## src/rtl/ledseq.sv

```systemverilog
// ledseq: Wishbone-programmable LED pattern sequencer with per-step durations
module ledseq #(
  parameter int NLEDS = 8
) (
  input  logic             i_clk,
  input  logic             i_reset,
  input  logic             i_wb_cyc,
  input  logic             i_wb_stb,
  input  logic             i_wb_we,
  input  logic [4:0]       i_wb_addr,
  input  logic [31:0]      i_wb_data,
  input  logic [3:0]       i_wb_sel,
  output logic             o_wb_stall,
  output logic             o_wb_ack,
  output logic [31:0]      o_wb_data,
  output logic [NLEDS-1:0] o_led,
  output logic             o_busy,
  output logic             o_int
);
  typedef enum logic [1:0] {IDLE, LOAD, HOLD, DONE} state_t;
  state_t state_q;
  logic loop_q, int_q, ack_q;
  logic [3:0] last_q, step_q;
  logic [23:0] pre_q, pcnt_q;
  logic [7:0] dcnt_q;
  logic [NLEDS-1:0] led_q;
  logic [31:0] rdata_q, rdata_d;
  logic [31:0] tbl_q [16];
  logic wr, wr_ctrl, wr_pre, go, stop, busy;
  logic [7:0] dur;
  assign wr = i_wb_cyc & i_wb_stb & i_wb_we;
  assign wr_ctrl = wr & (i_wb_addr == 5'd0);
  assign wr_pre = wr & (i_wb_addr == 5'd1);
  assign go = wr_ctrl & i_wb_sel[0] & i_wb_data[0];
  assign stop = wr_ctrl & i_wb_sel[0] & ~i_wb_data[0];
  assign busy = state_q != IDLE;
  assign dur = tbl_q[step_q][23:16];
  assign o_wb_stall = 1'b0;
  assign o_wb_ack = ack_q;
  assign o_wb_data = rdata_q;
  assign o_led = led_q;
  assign o_busy = busy;
  assign o_int = int_q;
  // Read mux sampled at request time; the register below makes it valid with ack.
  always_comb begin
    rdata_d = i_wb_addr == 5'd0 ? {12'd0, step_q, 4'd0, last_q, 6'd0, loop_q, busy}
            : i_wb_addr == 5'd1 ? {8'd0, pre_q}
            : i_wb_addr[4] ? tbl_q[i_wb_addr[3:0]]
            : 32'd0;
  end
  // Step table: byte-lane writes, deliberately left out of reset.
  always_ff @(posedge i_clk) begin
    for (int b = 0; b < 4; b++)
      if (wr && i_wb_addr[4] && i_wb_sel[b]) tbl_q[i_wb_addr[3:0]][8*b +: 8] <= i_wb_data[8*b +: 8];
  end
  // Bus response, config registers and the sequencer FSM; run/stop writes override stepping.
  always_ff @(posedge i_clk) begin
    if (i_reset) begin
      state_q <= IDLE;
      loop_q <= 1'b0;
      last_q <= 4'd0;
      pre_q <= 24'd0;
      step_q <= 4'd0;
      dcnt_q <= 8'd0;
      pcnt_q <= 24'd0;
      led_q <= '0;
      int_q <= 1'b0;
      ack_q <= 1'b0;
      rdata_q <= 32'd0;
    end else begin
      ack_q <= i_wb_cyc & i_wb_stb;
      rdata_q <= rdata_d;
      int_q <= 1'b0;
      if (wr_ctrl && i_wb_sel[0]) loop_q <= i_wb_data[1];
      if (wr_ctrl && i_wb_sel[1]) last_q <= i_wb_data[11:8];
      for (int b = 0; b < 3; b++)
        if (wr_pre && i_wb_sel[b]) pre_q[8*b +: 8] <= i_wb_data[8*b +: 8];
      if (go) begin
        state_q <= LOAD;
        step_q <= 4'd0;
      end else if (stop) begin
        state_q <= IDLE;
      end else begin
        case (state_q)
          LOAD: begin
            led_q <= tbl_q[step_q][NLEDS-1:0];
            dcnt_q <= dur == 8'd0 ? 8'd1 : dur;
            pcnt_q <= pre_q;
            state_q <= HOLD;
          end
          HOLD: begin
            if (pcnt_q != 24'd0) begin
              pcnt_q <= pcnt_q - 24'd1;
            end else begin
              pcnt_q <= pre_q;
              if (dcnt_q > 8'd1) begin
                dcnt_q <= dcnt_q - 8'd1;
              end else if (step_q >= last_q) begin
                step_q <= loop_q ? 4'd0 : step_q;
                state_q <= loop_q ? LOAD : DONE;
                int_q <= ~loop_q;
              end else begin
                step_q <= step_q + 4'd1;
                state_q <= LOAD;
              end
            end
          end
          DONE: state_q <= IDLE;
          default: state_q <= IDLE;
        endcase
      end
    end
  end
endmodule

```

## config.mk

```make
export PLATFORM = sky130hd
export DESIGN_NAME = ledseq
export DESIGN_NICKNAME = d
export VERILOG_FILES = /design/src/rtl/ledseq.sv
export SDC_FILE = /design/constraint.sdc
export NUM_CORES = 1
export LEC_CHECK = 0
export BUFFER_PORTS_ARGS = -buffer_cell sky130_fd_sc_hd__buf_2
export CORE_AREA = 2 2 214 216
export DETAILED_ROUTE_END_ITERATION = 8
export DIE_AREA = 0 0 216 218
export PLACE_DENSITY = 0.77
export SLEW_MARGIN = 30
export SYNTH_ARGS = -nofsm -noshare
export SYNTH_HDL_FRONTEND = slang
export SYNTH_SLANG_ARGS = --single-unit
```

## constraint.sdc

```tcl
create_clock -name i_clk -period 6.1 [get_ports i_clk]
set_input_delay 1.22 -clock i_clk [delete_from_list [all_inputs] [get_ports i_clk]]
set_output_delay 1.22 -clock i_clk [all_outputs]
set_load 0.02 [all_outputs]
```

==> summary.md, run 1 <==
| Metric | Value |
|---|---|
| Total setup violations reported at the end of the flow | 0 |
| FFs w/ async S/R, synth | 0% |
| Fraction of the cycle the final worst path needs | 60.73% |
| Number of max-slew violations in the final report | 0 |
| Synthesized flop and latch total | 625 |
| Switching share of power | roughly a fifth |
| Final count of hold timing violations | 0 |
| Required time of the critical path | 6.60 ns |
| WL/cell | 28.07 um |
| Sequential area share after synthesis | roughly two thirds |
| Comb power frac | 4.2% |
| Pin count of the biggest net entering global routing | 90 |
| Worst Path Max Fanout | 73 |
| Number of enable flip-flop cells after synthesis | 512 |
| Critical-path cell with the highest stage delay | nor2_1 |
| Antenna viol nets, final | 0 |
| Leakage Power | 9.283 nW |
| Gp weighted congestion | 0.8487 |
| Most frequent cells in the layout | 512 x edfxtp_1, 233 x mux4_2, 146 x nor2_1, 110 x dfxtp_1, 88 x nand2_1 |
| Number of global-route vias before repair | between 15000 and 20000 |
| CTS tree | yes |
| Biggest area consumer among synthesized cells | edfxtp_1 |
| Clk pin slew, worst setup/hold paths | 0.06 ns |
| Synthesized-area fraction occupied by ao, oa, aoi and oai cells | 4.153% |
| Global-route total usage across every layer | 27.85% |
| Final TNS setup | 0 ns |
| Total iterations of the first detailed-routing run | 8 |
| Type of the worst min-delay path | register to register |
| Core Region | roughly 45000 um2 |
| Die area | ~47000 um2 |
| Setup repair after global routing missed its margin | no |
| Nature of the critical path startpoint | input port |
| Slowest stage delay, CP | 0.73 ns |
| Starting Density | 59.33% |
| Via Count | 15230 |
| Gate Count Post-Synth | 1570 |
| CTS root buffer | clkbuf_16 |
| Buffers added on ports | a little under 90 |
| Worst-skew pair later-pin latency | ~0.64 ns |
| Hold-fix buffers, CTS | 0 |
| Post-synthesis share of cell area spent on full adders, half adders and majority gates | 0.5637% |
| Net switching power | 1.821 mW |
| Post-route DRC | 0 |
| Global-route wire length before repair | between 90000 and 100000 um |
| Worst Setup Slack, final | 2.395 ns |
| Actual slew at the worst max-slew pin | ~1.1 ns |
| Result of the run | finished clean |
| CP Cell Sequence | clkbuf_8 > nor2b_1 > nand2_1 > nor2_1 > and3_1 > mux2i_1 > nor2_1 |
| Number of buffers added by the clock tree synthesis step | between 60 and 70 |
| Largest cells by area after synthesis | edfxtp_1 58%, mux4_2 20%, dfxtp_1 8.5%, nor2_1 2.5%, a21oi_1 1.5% |
| Filler cell count in the final layout | ~3000 |
| DP HPWL | 39760 um |
| Prevailing post-synth register cell | edfxtp_1 |
| CTS Buffer Depth | 3 |
| Max Fclk | 269.9 MHz |
| Clock tree skew after final layout | 0.01880 ns |
| Height of the die | about 220 um |
| Avg Cell Area, Syn | 16.97 um2 |
| Post-synthesis mux area share | 20.75% |
| Synth cell types | 62 |
| Crit path kind | input port to register |
| Routed vias/inst | 6.661 |
| Most common cell after layout, fill and taps aside | edfxtp_1 |
| Number of setup buffers added after CTS | 0 |
| Nets in the synthesized netlist | 1628 |
| IO Pins | 90 |
| Detailed router's first-iteration violation count | around 2100 |
| Residual overflow from global routing | 0 |
| Largest voltage drop on the vdd net | between 0.2 and 0.3 mV |
| Yosys warnings | 0 |
| Power per cell area | 293.8 nW/um2 |
| Antenna violations before repair | 1 |
| Max Cap Violations | 0 |
| Finished Core Util | around 66% |
| Dominant combinational cell family by area after synthesis | multiplexers |
| Signed area change from the synthesized netlist to the final layout | 11.03% |
| Clock sink total | 625 |
| Share of final-layout standard cells stronger than drive strength 1 | roughly 28% |
| Area share of the largest cell type after synthesis | between 50% and 60% |
| Final worst path period need | 3.705 ns |
| Clock share of power | 42.5% |
| Die X | between 200 and 250 um |
| Count of standard-cell rows | 78 |
| Post-Syn Area | roughly 27000 um2 |
| Final nets | roughly 1700 |
| CP arrival | 4.20 ns |
| Setup slack after placement | 1.825 ns |
| Kind of end point of the critical path | register |
| Xor and xnor fraction of the mapped netlist area | 0% |
| Internal power consumption | 6.869 mW |
| CTS H-tree lvls | 2 |
| Simple-gate portion of the synthesized area | 6.450% |
| Post-cts sizing count | 0 |
| Sequential fraction of design power | 53.3% |
| WL final | between 60000 and 70000 um |
| Remaining max-slew budget at the tightest pin | between 20% and 30% |
| Cell type with the highest occurrence count on the critical path | nor2_1 |
==> through the flow <==
step	hold WS (ns)	power, mW	instance area (um2)	cells
after floorplan	0.4492	4.944	26640	1570
final	0.4549	8.690	29570	2286
after global placement	0.4402	5.079	27540	2170
after CTS	0.4600	8.721	29540	2283
after detailed placement	0.4518	5.088	27600	2170
after global routing	0.4771	8.910	29570	2284
==> worst max-delay path, delay by kind of cell <==
kind / cells / cell delay [ns]
and+or+nand+nor: 5 / 2.04
muxes: 1 / 0.27
buffers and inverters: 1 / 0.65
==> registers in the layout, indices dropped and copies added, names as in the netlist, named ones only <==
signal     count
tbl_q        512
o_led          8
last_q         4
pre_q         24
pcnt_q        24
state_q        2
step_q         4
dcnt_q         8
loop_q         1
o_int          1
o_wb_data     32
o_wb_ack       1
==> synthesized netlist by cell type, drive strengths merged, types with 6 or more instances <==
| library cell | number |
|---|---|
| edfxtp | 512 |
| mux4 | 233 |
| nor2 | 179 |
| dfxtp | 113 |
| nand2 | 89 |
| a21oi | 78 |
| clkbuf | 62 |
| buf | 41 |
| o21ai | 34 |
| mux2i | 28 |
| nand3 | 26 |
| a22oi | 19 |
| nor2b | 15 |
| inv | 14 |
| nor3 | 14 |
| ha | 12 |
| nor4 | 9 |
| and2 | 7 |
| and3 | 7 |
| nand4 | 6 |
==> logic make-up after synthesis <==
kind of cell,count (synthesis)
multiplexers,261
adder cells (fa/ha/maj),12
buffers and inverters,118
flip-flops,625
AO/OA/AOI/OAI,176
other,1
AND/OR/NAND/NOR,377
==> worst paths after layout <==
path,from,to,slack [ns],depth (start not counted)
worst max-delay path,i_wb_addr[0],pre_q[7]$_SDFFE_PP0P_,2.40,7
worst min-delay path,o_led[2]$_SDFFE_PP0P_,o_led[2]$_SDFFE_PP0P_,0.45,2
worst max register to register,register,o_led[7]$_SDFFE_PP0P_,3.12,5
worst min register to register,o_led[2]$_SDFFE_PP0P_,o_led[2]$_SDFFE_PP0P_,0.45,2
==> layout make-up <==
class	instances	area [um2]	share of cell area (%)
diodes	3	7.507	0.02538
clock buffers	82	1645	5.564
clock inverters	31	294.0	0.9942
inverters	15	56.30	0.1904
multi-input cells	827	8593	29.06
flip-flops and latches	625	17640	59.66
well taps	600	750.7	2.538
repair buffers	103	583.1	1.972
==> power by group through the flow <==
| stage | Sequential [mW] | Combinational [mW] | Clock, mW |
|---|---|---|---|
| after floorplan | 4.74 | 0.205 | 0 |
| after global placement | 4.73 | 0.353 | 0 |
| after detailed placement | 4.73 | 0.361 | 0 |
| after CTS | 4.64 | 0.364 | 3.72 |
| after global routing | 4.63 | 0.387 | 3.89 |
| final | 4.64 | 0.364 | 3.69 |
==> routing by layer <==
metal | routed length (um) | global-route usage (%) | share of wire, %
met5 | 0 | 0.2083 | 0
met4 | 2265 | 10.27 | 3.5
met3 | 7002 | 7.211 | 11
met2 | 31130 | 44.59 | 49
met1 | 23770 | 37.46 | 37
Note: power is estimated with default switching activity, not from simulation.
==> run 2, diff against run 1 <==
- ABC_AREA: default -> 1
- CORE_AREA: 2 2 214 216 -> 2 2 222 224
- DIE_AREA: 0 0 216 218 -> 0 0 224 226
- PLACE_DENSITY: 0.77 -> 0.75
- clock period: 6.1 -> 3.4 ns (I/O delays scaled with it)
==> run 2 against run 1 <==
Clock power increased by 82%. Non-clock buffer count increased by 94. Power grew 82%. Sequential power rose by 79%. Clock skew up 0.025 ns. Sequential share of layout area decreased by 1.4 points. Largest cell class unchanged.
==> summary.md, run 2 <==
| Metric | Value |
|---|---|
| Clock sink total | 625 (unchanged) |
| Worst-skew pair later-pin latency | 0.66 ns (+0.02 ns) |
| Synthesized flop and latch total | 625 (unchanged) |
| Type of the worst min-delay path | input port to register |
| Synth cell types | 41 (-34%) |
| Footprint of the multi-input gates | 7869 um2 (-8.4%) |
| CTS root buffer | clkbuf_16 |
| FF-to-FF End | dcnt_q[6]$_SDFFE_PP0P_ |
| Slowest stage delay, CP | 0.67 ns (-0.06 ns) |
| Max Cap Violations | 0 (unchanged) |
| CTS tree | yes |
| Worst-case reg-to-reg path depth | 10 (+5) |
| Number of buffers and inverters on the critical path | 3 (+2) |
| Total setup violations reported at the end of the flow | 0 (unchanged) |
| Area share of the largest cell type after synthesis | 57.35% (-0.37 points) |
| Biggest area consumer among synthesized cells | edfxtp_1 |
| Finished Core Util | 62.67% (-3.2 points) |
| Gate Count Post-Synth | 2448 (+56%) |
| Prevailing post-synth register cell | edfxtp_1 |
| Core Region | 48340 um2 (+7.7%) |
| Starting Density | 55.46% (-3.9 points) |
| Die X | 224 um (+3.7%) |
| Sequential standard cell area | 17640 um2 (about the same) |
| Yosys warnings | 0 (unchanged) |
| Hold-fix buffers, CTS | 0 (unchanged) |
| Remaining max-slew budget at the tightest pin | 41.89% (+12 points) |
| Count of standard-cell rows | 81 (+3.8%) |
| Required time of the critical path | 3.99 ns (-2.61 ns) |
| Capture endpoint of the worst hold path | o_wb_ack$_SDFF_PP0_ |
| CTS H-tree lvls | 2 (unchanged) |
| Antenna viol nets, final | 0 (unchanged) |
| IO Pins | 90 (unchanged) |
| Height of the die | 226 um (+3.7%) |
| Most instantiated cells after synthesis | 512 x edfxtp_1, 481 x nand2_1, 229 x a22oi_1, 208 x nor2_1, 167 x inv_1 |
| Setup slack after placement | 0.2787 ns (-1.546 ns) |
| Max Fclk | 389.9 MHz |
| Final Total Pwr | 15.77 mW (+82%) |
| Number of setup buffers added after CTS | 0 (unchanged) |
| Final worst path period need | 2.565 ns |
| Die area | 50620 um2 (+7.5%) |
| DP HPWL | 50550 um (+27%) |
| Post-cts sizing count | 0 (unchanged) |
| Comb power frac | 4.9% (+0.7 points) |
| Gp weighted congestion | 0.9265 (+9.2%) |
| Reg-to-reg setup timing slack | 0.84 ns (-2.28 ns) |
| Total iterations of the first detailed-routing run | 6 (-2) |
| WL/cell | 24.51 um (-13%) |
| Final nets | 2616 (+55%) |
| Number of global-route vias before repair | 19540 (+28%) |
| Largest voltage drop on the vdd net | 0.5102 mV (+74%) |
| Crit path kind | register to register |
| CP Cell Sequence | inv_1 > ha_1 > inv_1 > nor2_1 > nand2_4 > nor2_8 > inv_2 > nor2_1 > o21ai_0 > a21oi_1 |
| Actual slew at the worst max-slew pin | 0.8684 ns (-0.1819 ns) |
| CP arrival | 3.15 ns (-1.05 ns) |
| Final TNS setup | 0 ns (unchanged) |
| Leakage Power | 11.09 nW (+19%) |
| Filler cell count in the final layout | 3679 (+22%) |
| Worst Path Max Fanout | 21 (-71%) |
| Signed area change from the synthesized netlist to the final layout | 13.01% |
| Clk pin slew, worst setup/hold paths | 0.06 ns (about the same) |
| Diodes inserted | 0 (-3) |
| Routed vias/inst | 6.397 (-4.0%) |
| Number of buffers added by the clock tree synthesis step | 61 (unchanged) |
| Power per cell area | 520.6 nW/um2 (+77%) |
| Global-route wire length before repair | 118100 um (+24%) |
| Fraction of the cycle the final worst path needs | 75.43% |
| Switching share of power | 22.42% (+1.5 points) |
| Final count of hold timing violations | 0 (unchanged) |
| Pin count of the biggest net entering global routing | 141 (+57%) |
| Global-route total usage across every layer | 31.07% (+3.2 points) |
| Residual overflow from global routing | 0 (unchanged) |
| Clock tree skew after final layout | 0.04353 ns (+0.02473 ns) |
| Flip-flop count of the largest register, all copies and words added | 512 (unchanged) |
| Most frequent cells in the layout | 512 x edfxtp_1, 481 x nand2_1, 229 x a22oi_1, 205 x nor2_1, 165 x inv_1 |
| Largest delay share family, worst path | simple AND/OR/NAND/NOR gates |
| Number of enable flip-flop cells after synthesis | 512 (unchanged) |
| Internal power consumption | 12.24 mW (+78%) |
| Nets in the synthesized netlist | 2506 (+54%) |
| WL final | 79240 um (+23%) |
| Clock share of power | 42.5% (about the same) |
| Via Count | 20680 (+36%) |
| FFs w/ async S/R, synth | 0% (unchanged) |
| Worst Setup Slack, final | 0.8353 ns (-1.560 ns) |
| Detailed router's first-iteration violation count | 3075 (+46%) |
| Critical-path cell with the highest stage delay | nor2_1 |
| Sequential area share after synthesis | 65.79% (-0.43 points) |
| Post-route DRC | 0 (unchanged) |
| Most common cell after layout, fill and taps aside | edfxtp_1 |
| Post-Syn Area | 26810 um2 (+0.65%) |
| Avg Cell Area, Syn | 10.95 um2 (-35%) |
| Largest cells by area after synthesis | edfxtp_1 57%, dfxtp_1 8.4%, nand2_1 6.7%, a22oi_1 6.4%, nor2_1 2.9% |
| Nature of the critical path startpoint | register |
| Worst hold path cell count | 3 (+1) |
| Result of the run | finished clean |
| Sequential fraction of design power | 52.7% (-0.6 points) |
| Setup repair after global routing missed its margin | no |
| Worst flop-to-flop path startpoint | state_q[0]$_SDFFE_PP0P_ |
| Most used standard cell by instance count after synthesis | edfxtp_1 |
| Buffers added on ports | 88 (unchanged) |
| Kind of end point of the critical path | register |
| Number of max-slew violations in the final report | 0 (unchanged) |
| Antenna violations before repair | 2 (+1) |
| Min-delay src | i_wb_stb |
| Share of final-layout standard cells stronger than drive strength 1 | 12.33% (-16 points) |
| CTS Buffer Depth | 3 (unchanged) |
| Net switching power | 3.537 mW (+94%) |
## run 2: cell types whose count changed after synthesis, moves of 34 or more
cell and delta:
nand2_1 +393, mux4_2 -233, a22oi_1 +210, inv_1 +153, o21ai_0 +102, nand3_1 +98
o221ai_1 +56, buf_2 +43, a21oi_1 +34
## run 2: how the worst max path moves through the flow
| stage | startpoint | to | slack, ns | depth (start not counted) |
|---|---|---|---|---|
| floorplan | i_wb_addr[2] | tbl_q[4][0]$_DFFE_PP_ | 0.95 | 6 |
| global placement | i_wb_addr[3] | dcnt_q[7]$_SDFFE_PP0P_ | 0.33 | 13 |
| detailed placement | i_wb_addr[3] | dcnt_q[6]$_SDFFE_PP0P_ | 0.28 | 13 |
| CTS | state_q[0]$_SDFFE_PP0P_ | dcnt_q[6]$_SDFFE_PP0P_ | 0.84 | 10 |
| global route | state_q[0]$_SDFFE_PP0P_ | dcnt_q[7]$_SDFFE_PP0P_ | 0.64 | 10 |
| finish | state_q[0]$_SDFFE_PP0P_ | dcnt_q[6]$_SDFFE_PP0P_ | 0.84 | 10 |
## run 2: cell families after synthesis
kind of cell	after synthesis	share of synthesized area, %
buf+inv	326	4.966
compound gates	610	15.02
other cells	1	0.01399
flops	625	65.79
xor+xnor	17	0.5554
fa+ha+maj	12	0.5600
simple gates	857	13.10
## run 2: per-stage QoR
stage / hold slack (ns) / area (um2) / cells
after floorplan: 0.4438 / 26810 / 2448
after global placement: 0.4566 / 28310 / 3117
after detailed placement: 0.4567 / 28310 / 3117
after CTS: 0.2627 / 30300 / 3233
after global routing: 0.2932 / 30300 / 3233
final: 0.2686 / 30300 / 3233
## run 2: layout make-up
cell class / count / area share [%]
sequential: 625 / 58.23
multi-input combinational: 1497 / 25.97
tap: 622 / 2.569
clock buffer: 79 / 5.604
timing repair buffer: 197 / 4.485
inverter: 176 / 2.197
clock inverter: 37 / 0.9416
## run 2: metal layers
metal | vias up | global-route usage [%] | routed length (um)
li1 | 9077 | - | -
met3 | 201 | 7.689 | 9570
met2 | 1405 | 49.41 | 37140
met5 | - | 0 | 13
met4 | 2 | 11.20 | 2767
met1 | 9997 | 41.77 | 29750
## run 2: worst reg2reg max path: cells and delay by family, from the launching register on
| kind | cells | cell delay, ns |
|---|---|---|
| compound gates | 2 | 0.21 |
| fa+ha+maj | 1 | 0.31 |
| buf+inv | 3 | 0.25 |
| flops | 1 | 0.37 |
| simple gates | 4 | 1.36 |
## run 2: power by group through the flow
stage,clock (mW),combinational (mW),sequential [mW]
6_report,6.70,0.766,8.31
3_5_place_dp,0,0.738,8.47
5_1_grt,7.03,0.801,8.31
3_3_place_gp,0,0.728,8.47
4_1_cts,6.72,0.743,8.31
2_1_floorplan,0,0.336,8.50
